**src/rtl/matris_gonderici_pkg.sv**
```systemverilog
// rtl/matris_gonderici_pkg.sv - shared constants and FSM encoding for the matrix sender
package matris_gonderici_pkg;

    localparam int M_VARSAYILAN           = 16;
    localparam int ZAMAN_ASIMI_VARSAYILAN = 64;
    localparam int KELIME_SAYISI          = 16;
    localparam int SONUC_SAYISI           = 4;

    typedef enum logic [2:0] {
        BOS    = 3'd0,
        GONDER = 3'd1,
        BEKLE  = 3'd2,
        BITTI  = 3'd3,
        HATA   = 3'd4
    } durum_t;

endpackage

```
**src/rtl/matris_gonderici_bellek.sv**
```systemverilog
// rtl/matris_gonderici_bellek.sv - 16xM operand store, one write port, one combinational read port
module matris_bellek
    import matris_gonderici_pkg::*;
#(
    parameter int M = M_VARSAYILAN
) (
    input  logic         clk,
    input  logic         rst,
    input  logic         yaz_gecerli,
    input  logic [3:0]   yaz_adres,
    input  logic [M-1:0] yaz_veri,
    input  logic [3:0]   oku_adres,
    output logic [M-1:0] oku_veri
);

    logic [M-1:0] bellek [KELIME_SAYISI];

    always_ff @(posedge clk or posedge rst) begin
        if (rst) begin
            for (int i = 0; i < KELIME_SAYISI; i++) begin
                bellek[i] <= '0;
            end
        end else if (yaz_gecerli) begin
            bellek[yaz_adres] <= yaz_veri;
        end
    end

    assign oku_veri = bellek[oku_adres];

endmodule

```
**src/rtl/matris_gonderici.sv**
```systemverilog
// rtl/matris_gonderici.sv - streams a 2x4 and a 4x2 operand matrix out and captures the four product words
module matris_gonderici
    import matris_gonderici_pkg::*;
#(
    parameter int M           = M_VARSAYILAN,
    parameter int ZAMAN_ASIMI = ZAMAN_ASIMI_VARSAYILAN
) (
    input  logic           clk,
    input  logic           rst,
    input  logic           yaz_gecerli,
    input  logic [3:0]     yaz_adres,
    input  logic [M-1:0]   yaz_veri,
    input  logic           baslat,
    output logic [M-1:0]   matris_veri,
    output logic           matris_gecerli,
    input  logic [2*M+1:0] carpim_veri,
    input  logic           carpim_gecerli,
    input  logic [1:0]     oku_adres,
    output logic [2*M+1:0] sonuc_veri,
    output logic           mesgul,
    output logic           bitti,
    output logic           hata
);

    localparam int ZW = $clog2(ZAMAN_ASIMI + 1);

    durum_t         durum, durum_sonraki;
    logic [3:0]     gonder_sayac;
    logic [1:0]     sonuc_sayac;
    logic [ZW-1:0]  zaman_sayac;
    logic [2*M+1:0] sonuc [SONUC_SAYISI];
    logic [M-1:0]   bellek_veri;
    logic           baslat_kabul;
    logic           yakala;

    assign mesgul       = (durum == GONDER) || (durum == BEKLE);
    assign bitti        = (durum == BITTI);
    assign hata         = (durum == HATA);
    assign baslat_kabul = baslat && !mesgul;
    assign yakala       = (durum == BEKLE) && carpim_gecerli;

    matris_bellek #(.M(M)) u_bellek (
        .clk         (clk),
        .rst         (rst),
        .yaz_gecerli (yaz_gecerli && !mesgul),
        .yaz_adres   (yaz_adres),
        .yaz_veri    (yaz_veri),
        .oku_adres   (gonder_sayac),
        .oku_veri    (bellek_veri)
    );

    always_ff @(posedge clk or posedge rst) begin
        if (rst) begin
            durum <= BOS;
        end else begin
            durum <= durum_sonraki;
        end
    end

    always_comb begin
        durum_sonraki = durum;
        case (durum)
            BOS, BITTI, HATA: begin
                if (baslat) durum_sonraki = GONDER;
            end
            GONDER: begin
                if (gonder_sayac == 4'(KELIME_SAYISI - 1)) durum_sonraki = BEKLE;
            end
            BEKLE: begin
                // A capture on the expiry cycle wins over the timeout.
                if (yakala && (sonuc_sayac == 2'(SONUC_SAYISI - 1))) begin
                    durum_sonraki = BITTI;
                end else if (!yakala && (zaman_sayac == ZW'(ZAMAN_ASIMI - 1))) begin
                    durum_sonraki = HATA;
                end
            end
            default: durum_sonraki = BOS;
        endcase
    end

    always_ff @(posedge clk or posedge rst) begin
        if (rst) begin
            gonder_sayac <= '0;
            sonuc_sayac  <= '0;
            zaman_sayac  <= '0;
            for (int i = 0; i < SONUC_SAYISI; i++) begin
                sonuc[i] <= '0;
            end
        end else begin
            if (baslat_kabul) begin
                gonder_sayac <= '0;
                sonuc_sayac  <= '0;
                for (int i = 0; i < SONUC_SAYISI; i++) begin
                    sonuc[i] <= '0;
                end
            end else if (durum == GONDER) begin
                gonder_sayac <= gonder_sayac + 4'd1;
            end

            if (yakala) begin
                sonuc[sonuc_sayac] <= carpim_veri;
                sonuc_sayac        <= sonuc_sayac + 2'd1;
            end

            // Held at zero outside BEKLE, so it is already clear on entry.
            if ((durum != BEKLE) || yakala) begin
                zaman_sayac <= '0;
            end else begin
                zaman_sayac <= zaman_sayac + ZW'(1);
            end
        end
    end

    assign matris_gecerli = (durum == GONDER);
    assign matris_veri    = matris_gecerli ? bellek_veri : '0;
    assign sonuc_veri     = sonuc[oku_adres];

endmodule
```
**config.mk**
```make
export PLATFORM = sky130hd
export DESIGN_NAME = matris_gonderici
export DESIGN_NICKNAME = d
export VERILOG_FILES = /design/src/rtl/matris_gonderici_pkg.sv /design/src/rtl/matris_gonderici_bellek.sv /design/src/rtl/matris_gonderici.sv
export SDC_FILE = /design/constraint.sdc
export NUM_CORES = 1
export LEC_CHECK = 0
export ABC_AREA = 1
export CAP_MARGIN = 5
export CORE_AREA = 2 2 240 242
export CTS_BUF_LIST = sky130_fd_sc_hd__clkbuf_16
export DETAILED_ROUTE_END_ITERATION = 6
export DIE_AREA = 0 0 242 244
export GPL_TIMING_DRIVEN = 0
export SYNTH_ARGS = -nofsm -noshare
export SYNTH_HDL_FRONTEND = slang
export SYNTH_SLANG_ARGS = --single-unit
export TNS_END_PERCENT = 30
```
**constraint.sdc**
```tcl
create_clock -name clk -period 20.4 [get_ports clk]
set_input_delay 4.08 -clock clk [delete_from_list [all_inputs] [get_ports clk]]
set_output_delay 4.08 -clock clk [all_outputs]
set_load 0.005 [all_outputs]
```
=== Word-level counts from Yosys, hierarchy flattened ===
Cells that the tools add are included.

* Output and inout port bits: 54
* Flip-flop bits (word level): 408
* Bits of input ports: 61

* Muxes and demuxes: 25
* Eq/ne operators: 11
* Reduce and logical (&&, ||, !) cells: 16
* Add/sub/neg operators: 3
* Magnitude comparators: 6
* Bitwise logic cells: 4

{| class="wikitable"
|+ Operators by type and width
! cell !! number
|-
| $mux W136 || 2
|-
| $bwmux W256 || 1
|-
| $bwmux W136 || 1
|-
| $mux W34 || 3
|-
| $bmux W34 S2 || 1
|-
| $demux W34 S2 || 1
|-
| $bmux W16 S4 || 1
|-
| $demux W16 S4 || 1
|-
| $mux W16 || 4
|-
| $mux W3 || 4
|-
| $ge A5 B5 Y1 const B || 2
|-
| $not A4 Y5 || 2
|-
| $pmux W3 S3 || 1
|-
| $mux W4 || 2
|-
| $add A7 B1 Y7 const B || 1
|-
| $eq A7 B6 Y1 const B || 1
|-
| $logic_and A1 B1 Y1 || 7
|-
| $mux W7 || 1
|-
| $eq A3 B2 Y1 const B || 2
|-
| $ge A3 B3 Y1 const B || 2
|-
| $not A2 Y3 || 2
|-
| $lt A5 B1 Y1 const B || 1
|-
| $add A4 B1 Y4 const B || 1
|-
| $eq A4 B4 Y1 const B || 1
|-
| other kinds (16) || 20
|}

=== Logic depth before layout (Yosys ltp) ===
Gate-level depths: netlist (run 1).

* Word-level depth: 7
* Depth in mapped cells: 10
* Mapped depth without buffers: 9

=== Hierarchy ===
Synthesis (run 1) repeated with hierarchy kept, for this count alone.

* Cell total of the unflattened synthesis: 2485
* Area, all modules: 19457.4 um^2

{| class="wikitable"
|+ Modules (own cells, without submodules)
! module !! sequential area each (um^2) !! area an instance (um^2) !! cells each !! instances
|-
| matris_bellek || 6406.1 || 12310.6 || 1661 || 1
|-
| matris_gonderici || 3803.6 || 7146.9 || 824 || 1
|}

=== Worst setup path after synthesis (run 1) ===
OpenSTA, ideal clock, no wires.

* Kind: input to output
* Start point: in oku_adres[0]
* End point: out sonuc_veri[13]
* Data arrival time: 4930 ps
* Data required time: 16320 ps
* Stages: 5
* Setup slack: 11390 ps
* Cells stage by stage: inv_1 clkbuf_1 clkbuf_1 nor2_1 o22ai_1

* Word-level cells in the longest chain between the ends: 4

{| class="wikitable"
|+ RTL lines
! item !! line !! RTL
|-
| start: declaration || matris_gonderici.sv:18 || <nowiki>input logic [1:0] oku_adres,</nowiki>
|-
| $not A2 Y3 (not written as such) || matris_gonderici.sv:116 || <nowiki>assign sonuc_veri = sonuc[oku_adres];</nowiki>
|-
| $bmux W34 S2 || matris_gonderici.sv:116 ||
|-
| $mux W34 (not written as such) (2 in a row) || matris_gonderici.sv:116 ||
|-
| end: declaration || matris_gonderici.sv:19 || <nowiki>output logic [2*M+1:0] sonuc_veri,</nowiki>
|}

No other way between the ends. The select of a mux whose other input is x is not followed.

=== Worst setup path in the final report (run 1) ===
* Start point: in oku_adres[0]
* End point: out sonuc_veri[31]

The elaborated chain is that of the path after synthesis.

==> results of run 1 <==
sequential cells by signal, indices dropped and copies added, names as in the netlist:
register,cells
durum,3
sonuc,136
zaman_sayac,7
u_bellek.bellek,256
sonuc_sayac,2
gonder_sayac,4
cells in the final DEF, fill, tap and decap left out, types with 3 or more instances in the layout:
master           Yosys  layout
nand2_1            724     724
o21ai_0            298     298
clkbuf_1            92      92
nor2_1              97      97
o22ai_1             34      34
ha_1                 6       6
nand3_1            270     270
clkinv_1             1      11
clkbuf_16            0      46
o21ai_1            172     172
buf_1               13      13
buf_6               21      21
buf_4               14      14
dfrtp_1            408     408
inv_1              249     258
nand2_4             11      11
buf_16               0       3
buf_2               37      37
clkdlybuf4s50_1      0     114
clkinv_4             0       4
inv_2                6       6
bufinv_16            0       3
clkinv_2             0       6
a21oi_1             23      23
final cells by class:
type	count	area [um^2]
buffer	178	941
clock buffer	46	1150
clock inverter	38	302
fill	5792	33000
inverter	256	968
multi-input combinational	1646	7400
sequential	408	10200
tap	756	946
timing repair buffer	117	1220
how the worst max path moves through the flow:
stage                           endpoint  slack (ns)  cells after the start
finish                    sonuc_veri[31]        9.61                      7
CTS                       sonuc_veri[31]        9.65                      7
floorplan           durum[0]$_DFFE_PP0P_        4.97                      1
global placement    sonuc[125]$_DFF_PP0_        0.08                      2
detailed placement        sonuc_veri[31]        9.66                      7
global route              sonuc_veri[32]        9.56                      7
worst register-to-register path, delay by kind of cell (launching register included):
kind | cells | cell delay, ns
simple gates | 4 | 0.67
compound gates | 1 | 0.08
flops | 1 | 0.45
buf+inv | 4 | 0.64
report_power, final:
group | switching (mW) | total, mW | internal, mW
registers | 0.156 | 1.24 | 1.08
clock network | 0.360 | 0.812 | 0.453
logic | 0.605 | 0.953 | 0.348
total | 1.12 | 3.00 | 1.88
metrics by stage:
step	util	total power [mW]	worst slack (ns)	hold slack [ns]	instance area (um^2)
after floorplan	-	1.86	4.97	0.452	19500
after global placement	0.385	2.16	0.0803	0.466	21600
after detailed placement	0.386	2.19	9.66	0.472	21700
after CTS	0.412	3.01	9.65	0.487	23100
after global routing	0.412	3.21	9.56	0.499	23100
final	0.412	3.00	9.61	0.481	23100
routing by layer:
layer  vias up  GRT usage
met4         0     0.0793
li1       8314          -
met3       125     0.0357
met1      8520      0.286
met5         -          0
met2       621      0.348
cells by family after synthesis:
kind of cell | Yosys count | share of synthesized area
AOI/OAI and AO/OA | 528 | 0.138
xor gates and xnor gates | 1 | 0.000449
adders and majority gates | 6 | 0.00385
buffers and inverters | 434 | 0.0975
DFF | 408 | 0.523
and+or+nand+nor | 1111 | 0.237
==> impl_metrics.toml, run 1 <==
[detailed_routing]
via_count = 17580
dr.pass1.iters = 6
drtAntennaViolNets = 0
post_drt_wl_per_cell_um = 18.4
wl_met2_mm = 29.5
via_per_inst = 5.10
drtIter0Drc = 1686
route.top_layer_used = "met4"
route.met3.wl_mm = 4.22
wl_met1_mm = 27.4
drc = 0
drt_wl_total_mm = 63.6

[critical_path]
worstSetupEndpointType = "primary output"
crit_slowest_cell = "clkdlybuf4s50_1"
critPathMaxStageDelay_ns = 0.56
crit_required_ns = 16.32
ff2ff_path_depth = 9
crit_family = "buffers and inverters"
r2r_slack_ns = 18.41
critPathLaunchType = "input pin"
path_class = "in2out"
path_buf_inv = 5
crit_fanout = 10
path_cells = "clkdlybuf4s50_1 -> inv_1 -> clkbuf_1 -> clkbuf_1 -> nor2_1 -> o22ai_1 -> clkdlybuf4s50_1"
rr_endpoint = "sonuc[134]$_DFF_PP0_"
cp_data_arrival_time_ns = 6.71
startpoint = "oku_adres[0]"
reg2reg_from = "durum[1]$_DFFE_PP0P_"

[clock_tree]
cts-hold-fix-buffers = 0
cts-buffers-inserted = 46
cts_tree = "done"
clkTransAtPathRegs_ns = 0.06
cts_max_path_buffers = 3
post_cts_resize_count = 0
clockRootBuffer = "clkbuf_16"
cts_setup_buffers = 0
clock_latency_ns = 0.60
cts.sinks = 408
htree_levels = 2

[pwr]
ir_worst_vdd_mv = 0.0649
powerDensity_mw_per_mm2 = 130
p_leak_nw = 11.3

[sta]
slew_violations = 0
fin_crit_ns = 10.79
fmax_mhz = 92.7
grt_setup_unrepaired = "no"
finalSetupViolCount = 0
finalHoldViolCount = 0
tns_ns = 0
worstMarginPinSlew_ns = 1.10
relSlewSlack = 0.270
fin_crit_sh = 0.529
clock_skew_ns = 0.0222

[synth]
synthCells = 2488
yosysMostFrequentCell = "nand2_1"
ys.flop_type = "dfrtp_1"
synth_top_area_cell = "dfrtp_1"
yosys_register_bits = 408
synth.area.top_cells = "dfrtp_1, nand2_1, o21ai_0"
synth_area_mm2 = 0.0195
synthArstFlopShare = 1.00
synth_cell_types = 27
syn_nets = 2555
syn_area_per_cell_um2 = 7.84
yosys_warnings = 0
synth-seq-area-share = 0.523
synth_edf_count = 0
ys_top_cells_by_count = "nand2_1, dfrtp_1, o21ai_0"
synth_top_area_frac = 0.523

[final_layout]
fin_nets = 2720
final_cells = 3445
layout-drive-gt1-share = 0.0606
syn_to_final_growth_pct = 18.6
diodes = 0

[global_routing]
grt_max_degree = 118
grt-ovfl-total = 0
grt_pass1_wl_mm = 99.0
grt_pass1_vias = 17072
grt.total_usage = 0.213
antenna_found_initial = 0

[min_path]
holdPathStages = 2
hold_end = "u_bellek.bellek[120]$_DFFE_PP0P_"
min_path_type = "reg2reg"
hold_start = "u_bellek.bellek[120]$_DFFE_PP0P_"

[run_status]
status = "complete, no violations"

[floorplanning]
dieArea_mm2 = 0.0590
start_util = 0.347
row_count = 87
die_h_um = 244
die_w_um = 242
coreArea_mm2 = 0.0562
ioPinCount = 115

[place]
port_buffers = 114
place_hpwl_mm = 45.1
placed_cells = 3361
globalplace.congestion = 0.923

[job]
cap_viol_max_count = 0
No activity file was read; power rests on OpenSTA's default activity.
==> run 2, diff against run 1 <==
clock period = 10.72 ns   (was 20.4 ns; I/O delays follow)
==> impl_metrics.toml, run 2 (synthesis gave the netlist of run 1 again) <==
[critical_path]
crit_family = "buffers and inverters"
cp_data_arrival_time_ns = 4.77
path_cells = "clkdlybuf4s50_1 -> inv_1 -> clkbuf_1 -> clkbuf_1 -> nor2_1 -> o22ai_1 -> clkdlybuf4s50_1"
crit_slowest_cell = "clkdlybuf4s50_1"
crit_required_ns = 8.58
path_class = "in2out"
critPathMaxStageDelay_ns = 0.57
worstSetupEndpointType = "primary output"
crit_fanout = 10
critPathLaunchType = "input pin"
path_buf_inv = 5

[final_layout]
largest_register_ffs = 256
syn_to_final_growth_pct = 19.4
fillers = 5780
fin_area_mm2 = 0.0233
layout-drive-gt1-share = 0.0627
final_common_cell = "nand2_1"
fin_nets = 2729
diodes = 0
largestRegisters = "u_bellek.bellek (256), sonuc (136), zaman_sayac (7)"
mostFrequentLayoutCells = "nand2_1, dfrtp_1, o21ai_0, nand3_1, inv_1"
final_util = 0.415
largest_register = "u_bellek.bellek"

[clock_tree]
cts_max_path_buffers = 3
clockRootBuffer = "clkbuf_16"
cts-buffers-inserted = 47
cts-hold-fix-buffers = 0
htree_levels = 2
cts.sinks = 408
clkTransAtPathRegs_ns = 0.05
cts_setup_buffers = 0
clock_latency_ns = 0.59
cts_tree = "done"
post_cts_resize_count = 0

[floorplanning]
dieArea_mm2 = 0.0590
start_util = 0.347
ioPinCount = 115
coreArea_mm2 = 0.0562
die_w_um = 242
die_h_um = 244
row_count = 87

[sta]
finalSetupViolCount = 0
fin_crit_sh = 0.645
clock_skew_ns = 0.0189
fin_crit_ns = 6.91
fmax_mhz = 145
grt_setup_unrepaired = "no"
finalHoldViolCount = 0
tns_ns = 0
worstMarginPinSlew_ns = 1.13
relSlewSlack = 0.246
worst_slack_ns = 3.81
slew_violations = 0

[pwr]
powerDensity_mw_per_mm2 = 246
pwr-share-comb = 0.318
p_seq_frac = 0.411
swShare = 0.367
p_int_mw = 3.63
p_leak_nw = 11.4
p_switching_mw = 2.11
ir_worst_vdd_mv = 0.166
pwr-share-clk = 0.271

[detailed_routing]
post_drt_wl_per_cell_um = 18.5
drtAntennaViolNets = 0
drc = 0
dr.pass1.iters = 7
drt_wl_total_mm = 63.7
via_count = 17798
via_per_inst = 5.16
drtIter0Drc = 1587

[job]
cap_viol_max_count = 0

[min_path]
min_path_type = "reg2reg"

[global_routing]
antenna_found_initial = 0
grt-ovfl-total = 0
grt.total_usage = 0.214
grt_pass1_wl_mm = 99.5
grt_max_degree = 44
grt_pass1_vias = 17152

[place]
place_area_mm2 = 0.0218
globalplace.congestion = 0.943
place_hpwl_mm = 45.7
port_buffers = 114
post-place-ws_ns = 3.90

[run_status]
status = "complete, no violations"
run 2: metal layers:
| layer | wire [um] | vias to the layer above | global-route usage |
|---|---|---|---|
| li1 | - | 8328 | - |
| met1 | 27900 | 8706 | 0.293 |
| met2 | 29700 | 649 | 0.348 |
| met3 | 4020 | 115 | 0.0324 |
| met4 | 2060 | 0 | 0.0759 |
| met5 | 0 | - | 0 |
run 2: cell type report:
cell class                      count  area [um^2]  area share
Inverter                          256          965      0.0414
Buffer                            178          941      0.0404
Tap cell                          756          946      0.0406
Sequential cell                   408        10200       0.438
Clock inverter                     35          272      0.0116
Clock buffer                       48         1200      0.0515
Timing Repair Buffer              125         1370      0.0587
Multi-Input combinational cell   1646         7400       0.318
run 2: tightest hold or removal path: cells and delay by family, from the launching register on:
kind	cells	cell delay, ns
flops	1	0.34
compound gates	1	0.06
simple gates	1	0.05
run 2: worst paths after layout:
path | start | to | slack (ns) | depth (start not counted)
worst max-delay path | oku_adres[0] | sonuc_veri[31] | 3.81 | 7
worst min-delay path | u_bellek.bellek[116]$_DFFE_PP0P_ | u_bellek.bellek[116]$_DFFE_PP0P_ | 0.48 | 2
worst max register to register | durum[1]$_DFFE_PP0P_ | sonuc[134]$_DFF_PP0_ | 8.75 | 9
worst min register to register | u_bellek.bellek[116]$_DFFE_PP0P_ | u_bellek.bellek[116]$_DFFE_PP0P_ | 0.48 | 2
max in group asynchronous | rst | u_bellek.bellek[118]$_DFFE_PP0P_ | 7.17 | 7
min in group asynchronous | rst | u_bellek.bellek[200]$_DFFE_PP0P_ | 2.05 | 2
run 2: power groups by stage:
stage | Combinational [mW] | Clock (mW) | Sequential, mW
finish | 1.83 | 1.56 | 2.36
global route | 2.07 | 1.66 | 2.42
CTS | 1.82 | 1.59 | 2.35
detailed placement | 1.81 | 0 | 2.37
global placement | 1.76 | 0 | 2.36
floorplan | 1.25 | 0 | 2.29
run 2: stage by stage:
| stage | total power, mW | hold WS (ns) | instances |
|---|---|---|---|
| 3_5_place_dp | 4.18 | 0.473 | 3369 |
| 6_report | 5.74 | 0.483 | 3452 |
| 4_1_cts | 5.75 | 0.487 | 3452 |
| 2_1_floorplan | 3.55 | 0.452 | 2488 |
| 3_3_place_gp | 4.11 | 0.466 | 3358 |
| 5_1_grt | 6.14 | 0.504 | 3452 |
